**src/rtl/dot_matrix_engine.sv**
```systemverilog
// dot_matrix_engine
//   Double-buffered two-colour LED dot-matrix scanner. Holds red (sprite)
//   and green (map) planes in two banks. It scans the front bank one row
//   at a time, scrolls the green plane horizontally, swaps banks at frame
//   boundaries and reports red/green overlap once per frame.
//
// Ports
//   clk          system clock
//   reset        asynchronous active-low reset
//   wr_en        write strobe into the back bank
//   wr_plane     0 = red plane, 1 = green plane
//   wr_row       target row; values >= ROWS are ignored
//   wr_data      row bitmap, bit c = column c
//   swap_req     request a front/back swap at the next frame boundary
//   scroll_mode  00 hold, 01 left, 10 right, 11 home
//   row          one-hot active-high row select
//   red          red column drive for the selected row
//   green        scrolled green column drive for the selected row
//   frame_start  1-cycle pulse on each frame boundary
//   swap_ack     1-cycle pulse when a swap takes effect
//   coll         1-cycle pulse: the previous frame had red/green overlap
//   scroll_ofs   current green scroll offset
module dot_matrix_engine #(
    parameter int ROWS          = 8,
    parameter int COLS          = 8,
    parameter int SCAN_DIV      = 1024,
    parameter int SCROLL_FRAMES = 16
) (
    input  logic                      clk,
    input  logic                      reset,
    input  logic                      wr_en,
    input  logic                      wr_plane,
    input  logic [$clog2(ROWS)-1:0]   wr_row,
    input  logic [COLS-1:0]           wr_data,
    input  logic                      swap_req,
    input  logic [1:0]                scroll_mode,
    output logic [ROWS-1:0]           row,
    output logic [COLS-1:0]           red,
    output logic [COLS-1:0]           green,
    output logic                      frame_start,
    output logic                      swap_ack,
    output logic                      coll,
    output logic [$clog2(COLS)-1:0]   scroll_ofs
);

    localparam int RW = $clog2(ROWS);
    localparam int CW = $clog2(COLS);
    localparam int DW = $clog2(SCAN_DIV);
    localparam int FW = $clog2(SCROLL_FRAMES + 1);

    localparam logic [DW-1:0] DIV_LAST = DW'(SCAN_DIV - 1);
    localparam logic [RW-1:0] ROW_LAST = RW'(ROWS - 1);
    localparam logic [CW-1:0] OFS_LAST = CW'(COLS - 1);
    localparam logic [FW-1:0] FRM_LAST = FW'(SCROLL_FRAMES - 1);
    localparam logic [RW:0]   ROWS_W   = (RW + 1)'(ROWS);
    localparam logic [ROWS-1:0] ROW_ONE = {{(ROWS - 1){1'b0}}, 1'b1};

    // [bank][plane][row]; plane 0 = red, plane 1 = green
    logic [COLS-1:0] mem_q [2][2][ROWS];

    logic [DW-1:0]   div_q,     div_d;
    logic [RW-1:0]   row_idx_q, row_idx_d;
    logic [FW-1:0]   frm_q,     frm_d;
    logic [CW-1:0]   ofs_q,     ofs_d;
    logic            front_q,   front_d;
    logic            pend_q,    pend_d;
    logic            acc_q,     acc_d;
    logic [ROWS-1:0] row_q,     row_d;
    logic [COLS-1:0] red_q,     red_d;
    logic [COLS-1:0] green_q,   green_d;
    logic            fs_q,      fs_d;
    logic            ack_q,     ack_d;
    logic            coll_q,    coll_d;

    logic            tick;
    logic            row_wrap;
    logic            bnd;
    logic            wr_ok;
    logic [COLS-1:0] red_n;
    logic [COLS-1:0] grn_raw;
    logic [COLS-1:0] green_n;

    assign wr_ok = ({1'b0, wr_row} < ROWS_W);

    always_comb begin
        tick      = (div_q == DIV_LAST);
        row_wrap  = (row_idx_q == ROW_LAST);
        bnd       = tick && row_wrap;

        div_d     = tick ? '0 : div_q + 1'b1;
        row_idx_d = row_idx_q;
        front_d   = front_q;
        pend_d    = pend_q | swap_req;
        frm_d     = frm_q;
        ofs_d     = ofs_q;
        acc_d     = acc_q;
        row_d     = row_q;
        red_d     = red_q;
        green_d   = green_q;
        fs_d      = bnd;
        ack_d     = bnd & pend_q;
        coll_d    = bnd & acc_q;

        if (tick) begin
            row_idx_d = row_wrap ? '0 : row_idx_q + 1'b1;
        end

        if (bnd) begin
            if (pend_q) begin
                front_d = ~front_q;
            end
            // A request arriving on the boundary edge is held for the next one.
            pend_d = swap_req;

            if (frm_q == FRM_LAST) begin
                frm_d = '0;
                case (scroll_mode)
                    2'b01:   ofs_d = (ofs_q == OFS_LAST) ? '0 : ofs_q + 1'b1;
                    2'b10:   ofs_d = (ofs_q == '0) ? OFS_LAST : ofs_q - 1'b1;
                    default: ofs_d = ofs_q;
                endcase
            end else begin
                frm_d = frm_q + 1'b1;
            end

            if (scroll_mode == 2'b11) begin
                ofs_d = '0;
            end
        end

        // Row data is fetched with the post-swap bank and post-step offset so
        // the row-0 load on a boundary already reflects both.
        red_n   = mem_q[front_d][1'b0][row_idx_d];
        grn_raw = mem_q[front_d][1'b1][row_idx_d];
        // Rotate right by the offset: green[c] = raw[(c + ofs) mod COLS].
        green_n = (grn_raw >> ofs_d) | (grn_raw << (COLS - 32'(ofs_d)));

        if (tick) begin
            row_d   = ROW_ONE << row_idx_d;
            red_d   = red_n;
            green_d = green_n;
            // On a boundary the accumulator restarts with the new row-0 overlap.
            acc_d   = (bnd ? 1'b0 : acc_q) | (|(red_n & green_n));
        end
    end

    always_ff @(posedge clk or negedge reset) begin
        if (!reset) begin
            mem_q     <= '{default: '0};
            div_q     <= '0;
            row_idx_q <= ROW_LAST;
            frm_q     <= '0;
            ofs_q     <= '0;
            front_q   <= 1'b0;
            pend_q    <= 1'b0;
            acc_q     <= 1'b0;
            row_q     <= '0;
            red_q     <= '0;
            green_q   <= '0;
            fs_q      <= 1'b0;
            ack_q     <= 1'b0;
            coll_q    <= 1'b0;
        end else begin
            // Uses the pre-edge back pointer, so a write on the swap edge
            // lands in the bank that becomes front.
            if (wr_en && wr_ok) begin
                mem_q[~front_q][wr_plane][wr_row] <= wr_data;
            end
            div_q     <= div_d;
            row_idx_q <= row_idx_d;
            frm_q     <= frm_d;
            ofs_q     <= ofs_d;
            front_q   <= front_d;
            pend_q    <= pend_d;
            acc_q     <= acc_d;
            row_q     <= row_d;
            red_q     <= red_d;
            green_q   <= green_d;
            fs_q      <= fs_d;
            ack_q     <= ack_d;
            coll_q    <= coll_d;
        end
    end

    assign row         = row_q;
    assign red         = red_q;
    assign green       = green_q;
    assign frame_start = fs_q;
    assign swap_ack    = ack_q;
    assign coll        = coll_q;
    assign scroll_ofs  = ofs_q;

endmodule

```
**config.mk**
```make
export PLATFORM = sky130hd
export DESIGN_NAME = dot_matrix_engine
export DESIGN_NICKNAME = d
export VERILOG_FILES = /design/src/rtl/dot_matrix_engine.sv
export SDC_FILE = /design/constraint.sdc
export NUM_CORES = 1
export LEC_CHECK = 0
export BUFFER_PORTS_ARGS = -buffer_cell sky130_fd_sc_hd__buf_2
export CAP_MARGIN = 10
export CELL_PAD_IN_SITES_DETAIL_PLACEMENT = 0
export CELL_PAD_IN_SITES_GLOBAL_PLACEMENT = 1
export CORE_MARGIN = 2
export CORE_UTILIZATION = 48
export CTS_CLUSTER_DIAMETER = 30
export DETAILED_ROUTE_END_ITERATION = 8
export PLACE_DENSITY = 0.8
export REMOVE_ABC_BUFFERS = 1
export SYNTH_ARGS = -nofsm -noshare
export SYNTH_HDL_FRONTEND = slang
export SYNTH_SLANG_ARGS = --single-unit
export TNS_END_PERCENT = 5
```
**constraint.sdc**
```tcl
create_clock -name clk -period 11 [get_ports clk]
set_input_delay 0.55 -clock clk [delete_from_list [all_inputs] [get_ports clk]]
set_output_delay 0.55 -clock clk [all_outputs]
set_load 0.05 [all_outputs]
```
==> results of run 1 <==
==> power groups by stage <==
stage / combinational [uW] / clock, uW / sequential [uW]
3_5_place_dp: 203 / 0 / 1320
6_report: 204 / 2140 / 1310
2_1_floorplan: 133 / 0 / 1300
4_1_cts: 206 / 2160 / 1310
3_3_place_gp: 195 / 0 / 1310
5_1_grt: 224 / 2220 / 1320
==> critical path, cell delays in order (launching register included) <==
cell	delay, ns
dfstp_2	0.92
ha_1	0.25
ha_1	0.31
and3_1	0.20
nand4_1	0.11
buf_4	0.24
inv_2	0.29
xnor2_2	0.15
buf_4	0.38
inv_2	0.16
buf_4	0.33
mux2i_1	0.19
a2111oi_0	0.80
mux2i_1	0.38
a22oi_2	0.36
a221oi_2	0.13
o32ai_1	0.38
a2111oi_2	0.08
a41oi_1	0.23
==> stage by stage <==
| step | utilization [%] | hold WS, ns | total power (uW) | instance area (um2) | setup WS, ns |
|---|---|---|---|---|---|
| floorplan | - | 0.254 | 1440 | 15100 | 5.10 |
| global placement | 50.7 | 0.447 | 1510 | 16100 | 5.40 |
| detailed placement | 50.7 | 0.454 | 1520 | 16100 | 5.26 |
| CTS | 58.5 | 0.170 | 3670 | 18500 | 5.01 |
| global route | 58.5 | 0.179 | 3770 | 18500 | 4.44 |
| finish | 58.5 | 0.143 | 3650 | 18500 | 4.94 |
==> placed cells by master, fill, tap and decap left out, types with 6 or more instances in the layout <==
master / Yosys / routed
buf_2: 11 / 46
clkinv_2: 0 / 14
xnor2_1: 7 / 6
nor2_1: 46 / 46
nor2b_1: 8 / 8
a221oi_1: 35 / 35
o21ai_0: 54 / 54
a2111oi_0: 11 / 11
dfrtp_1: 304 / 304
o31ai_1: 8 / 8
buf_4: 4 / 18
mux2i_1: 64 / 62
ha_1: 12 / 12
mux2_2: 264 / 264
nand4_1: 9 / 9
clkbuf_16: 0 / 69
nand3_1: 40 / 40
bufinv_16: 0 / 11
nor3_1: 26 / 24
o221ai_1: 9 / 9
inv_2: 7 / 7
nand2_1: 170 / 170
clkbuf_8: 0 / 11
a21oi_1: 37 / 37
inv_1: 17 / 17
nor3b_1: 20 / 20
a31oi_1: 14 / 14
==> logic make-up after synthesis <==
logic type | count (synthesis) | share of synthesized area [%]
buffers and inverters | 117 | 3.08
AO/OA/AOI/OAI | 242 | 11.5
adder cells (fa/ha/maj) | 12 | 0.969
XOR/XNOR | 11 | 0.622
AND/OR/NAND/NOR | 349 | 10.5
multiplexers | 333 | 23.7
flip-flops | 307 | 49.6
==> registers in the layout, summed over array words and instances, names as in the netlist <==
signal,flops
acc_q,1
coll,1
div_q,10
frame_start,1
frm_q,5
front_q,1
green,8
mem_q,256
pend_q,1
red,8
row,8
row_idx_q,3
scroll_ofs,3
swap_ack,1
==> routing by layer <==
metal  vias to the layer above  share of wire [%]  GRT usage (%)
met5                         -                  0              0
met4                         0                3.0           9.44
met3                        92                5.8           4.52
met2                       400                 47           41.9
met1                      5948                 44           36.3
li1                       5155                  -              -
==> cell type report <==
class	instances	area, um2	area share, %
timing repair buffer	66	400	2.16
clock buffer	85	1900	10.2
clock inverter	39	563	3.04
sequential	307	7690	41.5
tap	402	503	2.72
multi-input combinational	947	7370	39.8
inverter	24	90.1	0.487
==> worst paths after layout <==
path,from,to,cells after the start
worst max-delay path,row_idx_q[0]$_DFF_PN1_,acc_q$_DFFE_PN0N_,18
worst min-delay path,reset,div_q[2]$_DFF_PN0_,1
worst max register to register,row_idx_q[0]$_DFF_PN1_,acc_q$_DFFE_PN0N_,18
worst min register to register,row[4]$_DFFE_PN0N_,row[4]$_DFFE_PN0N_,2
max in group asynchronous,reset,mem_q[211]$_DFFE_PN0P_,2
min in group clk,swap_req,pend_q$_DFF_PN0_,2
==> qor.txt, run 1 <==
Status: complete, no violations
Antenna Nets Post-Route: 0
TritonCTS clock tree: yes
Yosys reg bits: 307
Vias per Instance: 6.20
Clk pin slew, worst setup/hold paths: 0.05 ns
Port Buffers: 47
First-pass GRT wire length: 67900 um
GR Overflow Total: 0
Final std cells w/o fill: 1870
Comb power frac: 5.6%
Layout cell share with drive strength beyond 1: 33.3%
Hold Buf Count CTS: 0
Clock power share: 58.6%
Largest net degree at the start of global routing: 172
Yosys warns: 0
Int Power: 2830 uW
CP arrival: 6.51 ns
CTS buffer count: 69
Area growth from synthesis to layout: 19.5%
Vias in the first global route: 11500
DIE AREA: 33700 um2
Setup TNS: 0 ns
Cell variety after synth: 76
Layout fillers: 2601
Root Buffer: clkbuf_16
Clk buf depth: 3
Post-CTS Setup Bufs: 0
Die Width: 184 um
Most used DFF post-synth: dfrtp_1
Core area: 31600 um2
Final period utilization: 55.0%
Endpoint class of the critical path: flop
Cts repair resizes: 0
Drt first pass iters: 7
LEAKAGE: 0.00813 uW
Post-synthesis sequential area ratio: 49.6%
Most common cell in the netlist: dfrtp_1
Synthesized area: 15500 um2
Remaining DRCs: 0
Height of the die: 184 um
Area contributors post-synth: dfrtp_1, mux2_2, mux2i_1
Routed wire length per instance: 23.0 um
Synth area leader: dfrtp_1
Maximum clock frequency: 0.165 GHz
Async SR Flop Fraction: 100%
RSZ-0062 raised after global routing: false
Seq pwr share: 35.8%
Min Tclk post-route: 6.06 ns
I/O pin total: 48
Post-Place Cells: 1746
Pwr Density: 197 nW/um2
Max H-tree Level: 3
Number of nets in the layout: 1445
Switching share of power: 22.3%
Cell Rows: 65
Relative slew slack: 20.3%
Syn_area_per_cell: 11.3 um2
Hold Violations, Final: 0
Wirelength, routed: 43100 um
List of most frequent post-synthesis cells: dfrtp_1, mux2_2, nand2_1
HP Class: in -> async
Finish-stage setup viols: 0
Post-synth top area share: 49.1%
CP Max Fanout: 40
Clock Latency Late Sink: 0.56 ns
R2r setup slk: 4.94 ns
Clock sinks: 307
GRT Total Usage: 26.3%
Max IR drop VDD: 130 uV
Slew Limit Fails: 0
WS Path Type: reg -> reg
Initial antenna violation count: 0
Mapped Cells: 1371
Fin Clk Skew: 0.0285 ns
Required time worst endpoint: 11.45 ns
Total of max-cap violations: 0
Dpl hpwl: 26800 um
RePlAce Congestion: 0.863
Routed via count: 11600
Initial DRC count: 1055
Startpoint Class: flop
Antenna cells: 0
Initial Util: 49.0%
Slew @ Worst Pin: 1.19 ns
Post-synth EDFFs: 0
Psw: 814 uW
Power figures use the tool's default switching activity.
==> run 2: changes to the inputs <==
--- a/config.mk
+++ b/config.mk
@@ -10,7 +10,7 @@
 export CELL_PAD_IN_SITES_DETAIL_PLACEMENT = 0
 export CELL_PAD_IN_SITES_GLOBAL_PLACEMENT = 1
 export CORE_MARGIN = 2
-export CORE_UTILIZATION = 48
+export CORE_UTILIZATION = 46
 export CTS_CLUSTER_DIAMETER = 30
 export DETAILED_ROUTE_END_ITERATION = 8
 export PLACE_DENSITY = 0.8
==> constraint.sdc (replaced) <==
create_clock -name clk -period 5.35 [get_ports clk]
set_input_delay 0.2675 -clock clk [delete_from_list [all_inputs] [get_ports clk]]
set_output_delay 0.2675 -clock clk [all_outputs]
set_load 0.05 [all_outputs]
==> run 2 against run 1 <==
Global-route usage down 1.1 points. Flip-flop and latch count unchanged. Die area up 4.3%. Fmax up 29%. Register-to-register slack worse by 4.3 ns. First-iteration DRC count down 10%. Total power up 110%. Non-clock buffer count up 21. Clock power up 120%. Sequential power up 110%. Critical path type unchanged. Critical endpoint unchanged.
==> qor.txt, run 2 (same netlist as run 1, synthesis figures left out) <==
Clock Latency Late Sink: 0.59 ns (+0.03 ns)
LEAKAGE: 0.00832 uW (+2.3%)
Port Buffers: 47 (unchanged)
Dpl hpwl: 27200 um (+1.3%)
Total power: 7780 uW (+110%)
GRT Total Usage: 25.2% (-1.1 points)
Initial antenna violation count: 0 (unchanged)
Largest registers: mem_q x256, div_q x10
WS Path Type: reg -> reg
Maximum clock frequency: 0.213 GHz (+29%)
Startpoint Class: flop
Relative slew slack: 17.9% (-2.5 points)
Vias in the first global route: 11900 (+3.1%)
DIE AREA: 35200 um2 (+4.3%)
Vias per Instance: 6.00 (-3.3%)
Wirelength, routed: 43600 um (+1.1%)
Layout cell share with drive strength beyond 1: 33.8% (+0.51 points)
Core area: 33400 um2 (+5.5%)
Initial Util: 46.4% (-2.5 points)
Status: complete, no violations
Initial DRC count: 947 (-10%)
CP Max Fanout: 8 (-80%)
Required time worst endpoint: 5.83 ns (-5.62 ns)
Endpoint class of the critical path: flop
Max H-tree Level: 3 (unchanged)
Post-Place Cells: 1811 (+3.7%)
Area of the multi-input gates: 7360 um2 (-0.15%)
Remaining DRCs: 0 (unchanged)
Final std cells w/o fill: 1947 (+4.1%)
Commonest non-fill, non-tap cell in the layout: dfrtp_1
Hold Violations, Final: 0 (unchanged)
TritonCTS clock tree: yes
Layout fillers: 2795 (+7.5%)
Slew Limit Fails: 0 (unchanged)
RSZ-0062 raised after global routing: false
I/O pin total: 48 (unchanged)
Final period utilization: 87.8% (+33 points)
Clk buf depth: 3 (unchanged)
Drt first pass iters: 7 (unchanged)
Most frequent cells in the layout: dfrtp_1, mux2_2, nand2_1, clkbuf_16, mux2i_1
Die Width: 188 um (+2.1%)
FF+latch area: 7690 um2 (unchanged)
Cell Rows: 67 (+3.1%)
Total of max-cap violations: 0 (unchanged)
Antenna Nets Post-Route: 0 (unchanged)
Cts repair resizes: 0 (unchanged)
Routed via count: 11700 (+0.71%)
Register bank with the most flops: mem_q
Min Tclk post-route: 4.70 ns (-1.36 ns)
Number of nets in the layout: 1471 (+1.8%)
Max IR drop VDD: 301 uV (+130%)
R2r setup slk: 0.65 ns (-4.29 ns)
HP Class: in -> async
Clk pin slew, worst setup/hold paths: 0.04 ns (about the same)
Area growth from synthesis to layout: 22.2%
Finish-stage setup viols: 0 (unchanged)
First-pass GRT wire length: 69200 um (+1.8%)
CP arrival: 5.18 ns (-1.33 ns)
Fin Clk Skew: 0.0321 ns (+0.00367 ns)
Pwr Density: 411 nW/um2 (+110%)
RePlAce Congestion: 0.836 (-3.1%)
Antenna cells: 0 (unchanged)
Slew @ Worst Pin: 1.22 ns (+0.0318 ns)
CTS buffer count: 74 (+7.2%)
Largest register FFs: 256 (unchanged)
R2r worst-path depth: 15 (-3)
Clock sinks: 307 (unchanged)
Routed wire length per instance: 22.4 um (-2.9%)
Largest net degree at the start of global routing: 158 (-8.1%)
Root Buffer: clkbuf_16
Height of the die: 188 um (+2.1%)
GR Overflow Total: 0 (unchanged)
-- run 2: final timing paths --
path	from	end
worst max register to register	row_idx_q[1]$_DFF_PN1_	acc_q$_DFFE_PN0N_
worst min register to register	green[2]$_DFFE_PN0N_	green[2]$_DFFE_PN0N_
max in group asynchronous	reset	mem_q[54]$_DFFE_PN0P_
min in group clk	wr_data[6]	mem_q[134]$_DFFE_PN0P_
worst min-delay path	reset	mem_q[42]$_DFFE_PN0P_
worst max-delay path	row_idx_q[1]$_DFF_PN1_	acc_q$_DFFE_PN0N_
-- run 2: metal layers --
layer | GRT usage [%] | up-vias | share of wire (%)
met5 | 0 | - | 0
met3 | 5.37 | 103 | 6.2
met2 | 39.7 | 392 | 47
met4 | 9.84 | 0 | 3.3
li1 | - | 5198 | -
met1 | 34.1 | 5984 | 44
-- run 2: cell type report --
class,count,share of cell area [%]
Tap cell,448,2.96
Inverter,24,0.476
Clock inverter,34,3.09
Multi-Input combinational cell,947,38.9
Sequential cell,307,40.6
Timing Repair Buffer,87,3.04
Clock buffer,100,10.9
-- run 2: critical path, stage by stage, from the launching register on --
cell and delay (ns):
dfstp_2 0.63, ha_1 0.18, ha_1 0.32, and3_1 0.20
nand4_1 0.19, inv_2 0.15, xnor2_2 0.13, inv_2 0.15
mux2i_1 0.16, a2111oi_1 0.87, o22ai_1 0.31, a32oi_1 0.29
a31oi_1 0.15, a2111oi_2 0.50, a2111oi_2 0.13, a41oi_1 0.24
-- run 2: through the flow --
step	area (um2)	utilization (%)	setup WS (ns)	setup TNS [ns]	hold WS [ns]
finish	18900	56.7	0.651	0	0.262
global placement	16300	48.7	0.773	0	0.280
floorplan	15100	-	-0.546	-2.39	-0.0281
global route	18900	56.7	0.381	0	0.306
detailed placement	16300	48.7	0.678	0	0.278
CTS	18900	56.7	0.680	0	0.275
-- run 2: repair_timing --
action,CTS,global route
hold buffers,2,0
endpoints found under the hold margin,68,0
buffers inserted,0,0
-- run 2: power breakdown --
| part | switching (uW) | total, uW | internal, uW |
|---|---|---|---|
| registers | 127 | 2690 | 2560 |
| clock network | 1430 | 4680 | 3250 |
| logic | 193 | 415 | 221 |
| total | 1750 | 7780 | 6030 |
==> run 3: changes to the inputs <==
--- a/config.mk
+++ b/config.mk
@@ -10,7 +10,7 @@
 export CELL_PAD_IN_SITES_DETAIL_PLACEMENT = 0
 export CELL_PAD_IN_SITES_GLOBAL_PLACEMENT = 1
 export CORE_MARGIN = 2
-export CORE_UTILIZATION = 46
+export CORE_UTILIZATION = 48
 export CTS_CLUSTER_DIAMETER = 30
 export DETAILED_ROUTE_END_ITERATION = 8
 export PLACE_DENSITY = 0.8
==> constraint.sdc (replaced) <==
create_clock -name clk -period 5.97 [get_ports clk]
set_input_delay 0.2985 -clock clk [delete_from_list [all_inputs] [get_ports clk]]
set_output_delay 0.2985 -clock clk [all_outputs]
set_load 0.05 [all_outputs]
==> run 3 against run 2 <==
Via count is essentially flat. Largest power group unchanged. Clock-buffer cell count down 9. Flip-flop and latch count stayed put. Clock power fell by 18%. Sequential power down 11%. Worst hold slack got worse by 0.0023 ns. Critical path type unchanged. Fmax is 7.1% lower. Register-to-register slack better by 0.26 ns. Core utilization grew 2.1 points.
==> qor.txt, run 3 (same netlist as run 1, synthesis figures left out) <==
Largest registers: mem_q x256, div_q x10
Endpoint class of the critical path: flop
R2r setup slk: 0.91 ns (+0.26 ns)
Maximum clock frequency: 0.198 GHz (-7.1%)
Core Util, Final: 58.8% (+2.1 points)
Total of max-cap violations: 0 (unchanged)
Pwr Density: 356 nW/um2 (-13%)
I/O pin total: 48 (unchanged)
CP startpoint: row_idx_q[1]$_DFF_PN1_
RePlAce Congestion: 0.868 (+3.8%)
Total power: 6630 uW (-15%)
DIE AREA: 33700 um2 (-4.1%)
Commonest non-fill, non-tap cell in the layout: dfrtp_1
Max IR drop VDD: 230 uV (-24%)
Setup TNS: 0 ns (unchanged)
Number of nets in the layout: 1462 (-0.61%)
Cell Rows: 65 (-3.0%)
Initial Util: 49.0% (+2.5 points)
Core area: 31600 um2 (-5.2%)
Largest net degree at the start of global routing: 173 (+9.5%)
Die Width: 184 um (-2.1%)
Relative slew slack: 16.7% (-1.2 points)
CP arrival: 5.54 ns (+0.36 ns)
Clock Latency Late Sink: 0.58 ns (about the same)
Clk pin slew, worst setup/hold paths: 0.04 ns (about the same)
Final period utilization: 84.8% (-3.1 points)
Critical Path Max Stage Delay: 0.82 ns (-0.05 ns)
Antenna Nets Post-Route: 0 (unchanged)
Placed instance area: 16200 um2 (-0.64%)
GRT Total Usage: 26.4% (+1.2 points)
Largest register FFs: 256 (unchanged)
LEAKAGE: 0.00818 uW (-1.8%)
Height of the die: 184 um (-2.1%)
Cts repair resizes: 0 (unchanged)
TritonCTS clock tree: yes
Crit path depth: 17 (+2)
CTS buffer count: 71 (-4.1%)
Layout cell share with drive strength beyond 1: 33.8% (-0.063 points)
Slew Limit Fails: 0 (unchanged)
Area growth from synthesis to layout: 20.1%
First-pass GRT wire length: 67800 um (-1.9%)
Post-CTS Setup Bufs: 0 (unchanged)
Port Buffers: 47 (unchanged)
Vias in the first global route: 11900 (-0.33%)
CP Max Fanout: 38 (+30)
R2r worst-path depth: 17 (+2)
Crit path cell chain: ha_1 > ha_1 > and3_1 > nand4_1 > inv_2 > xnor2_2 > inv_2 > buf_4 > mux2i_1 > a2111oi_0 > buf_4 > mux2i_1 > a22oi_2 > a221oi_2 > o32ai_1 > a2111oi_2 > a41oi_1
Slowest cell on crit path: a2111oi_0
HP Class: in -> async
RSZ-0062 raised after global routing: false
Most frequent cells in the layout: dfrtp_1, mux2_2, nand2_1, clkbuf_16, mux2i_1
Routed wire length per instance: 22.8 um (+2.1%)
Register bank with the most flops: mem_q
Required time worst endpoint: 6.45 ns (+0.62 ns)
Initial DRC count: 974 (+2.9%)
Max H-tree Level: 3 (unchanged)
Wirelength, routed: 43200 um (-0.91%)
GR Overflow Total: 0 (unchanged)
Post-layout instance area: 18600 um2 (-1.7%)
Hold Violations, Final: 0 (unchanged)
Fin Clk Skew: 0.0232 ns (-0.00894 ns)
Vias per Instance: 6.18 (+3.0%)
Slew @ Worst Pin: 1.25 ns (+0.0241 ns)
Initial antenna violation count: 0 (unchanged)
Dpl hpwl: 26900 um (-1.1%)
Clk buf depth: 3 (unchanged)
Status: complete, no violations
Remaining DRCs: 0 (unchanged)
Routed via count: 11700 (-0.094%)
Startpoint Class: flop
End of the worst register-to-register path: acc_q$_DFFE_PN0N_
Antenna cells: 0 (unchanged)
Reg2reg start: row_idx_q[1]$_DFF_PN1_
Root Buffer: clkbuf_16
Clock sinks: 307 (unchanged)
Worst setup endpoint: acc_q$_DFFE_PN0N_
Drt first pass iters: 5 (-2)
Min Tclk post-route: 5.06 ns (+0.361 ns)
Finish-stage setup viols: 0 (unchanged)
Largest delay share family, worst path: compound AO/OA/AOI/OAI gates
Worst Path Buf+Inv: 4 (+2)
WS Path Type: reg -> reg
[run 3: report_power, final]
| group | internal, uW | switching, uW | total (uW) |
|---|---|---|---|
| combinational | 198 | 172 | 371 |
| sequential | 2290 | 113 | 2400 |
| clock | 2590 | 1260 | 3850 |
[run 3: worst min path at each step]
stage	from	to	slack (ns)	depth (start not counted)
6_report	reset	div_q[4]$_DFF_PN0_	0.26	2
5_1_grt	reset	div_q[8]$_DFF_PN0_	0.31	2
4_1_cts	reset	div_q[8]$_DFF_PN0_	0.26	2
3_5_place_dp	reset	div_q[4]$_DFF_PN0_	0.28	1
3_3_place_gp	reset	div_q[4]$_DFF_PN0_	0.28	1
2_1_floorplan	reset	acc_q$_DFFE_PN0N_	0.003	0
[run 3: worst register-to-register path: cells and delay by family, from the launching register on]
family,cells,cell delay [ns]
AOI/OAI and AO/OA,6,1.96
xor gates and xnor gates,1,0.08
adders and majority gates,2,0.54
buffers and inverters,4,1.07
DFF,1,0.63
muxes,2,0.31
and+or+nand+nor,2,0.39
[run 3: final cells by class]
class | instances | area, um2
repair buffers | 81 | 518
multi-input cells | 947 | 7370
fillers | 2525 | 13000
clock inverters | 37 | 469
inverters | 24 | 90.1
flip-flops and latches | 307 | 7690
well taps | 402 | 503
clock buffers | 91 | 1960
[run 3: timing repair]
action,in CTS,in global routing
setup endpoints to repair,0,0
hold buffers,2,0
endpoints found under the hold margin,65,0
[run 3: routing by layer]
layer	share of wire, %	wire [um]	up-vias	GRT usage (%)
li1	-	-	5198	-
met1	44	18900	5969	35.6
met2	46	20000	396	41.1
met3	6.6	2870	103	5.82
met4	3.1	1340	0	11.5
met5	0	0	-	0
[run 3: metrics by stage]
stage	setup slack [ns]	hold WS [ns]	instances
4_1_cts	0.932	0.263	1889
6_report	0.909	0.259	1889
2_1_floorplan	0.0735	0.00291	1278
5_1_grt	0.561	0.309	1889
3_3_place_gp	1.11	0.279	1759
3_5_place_dp	0.992	0.281	1759
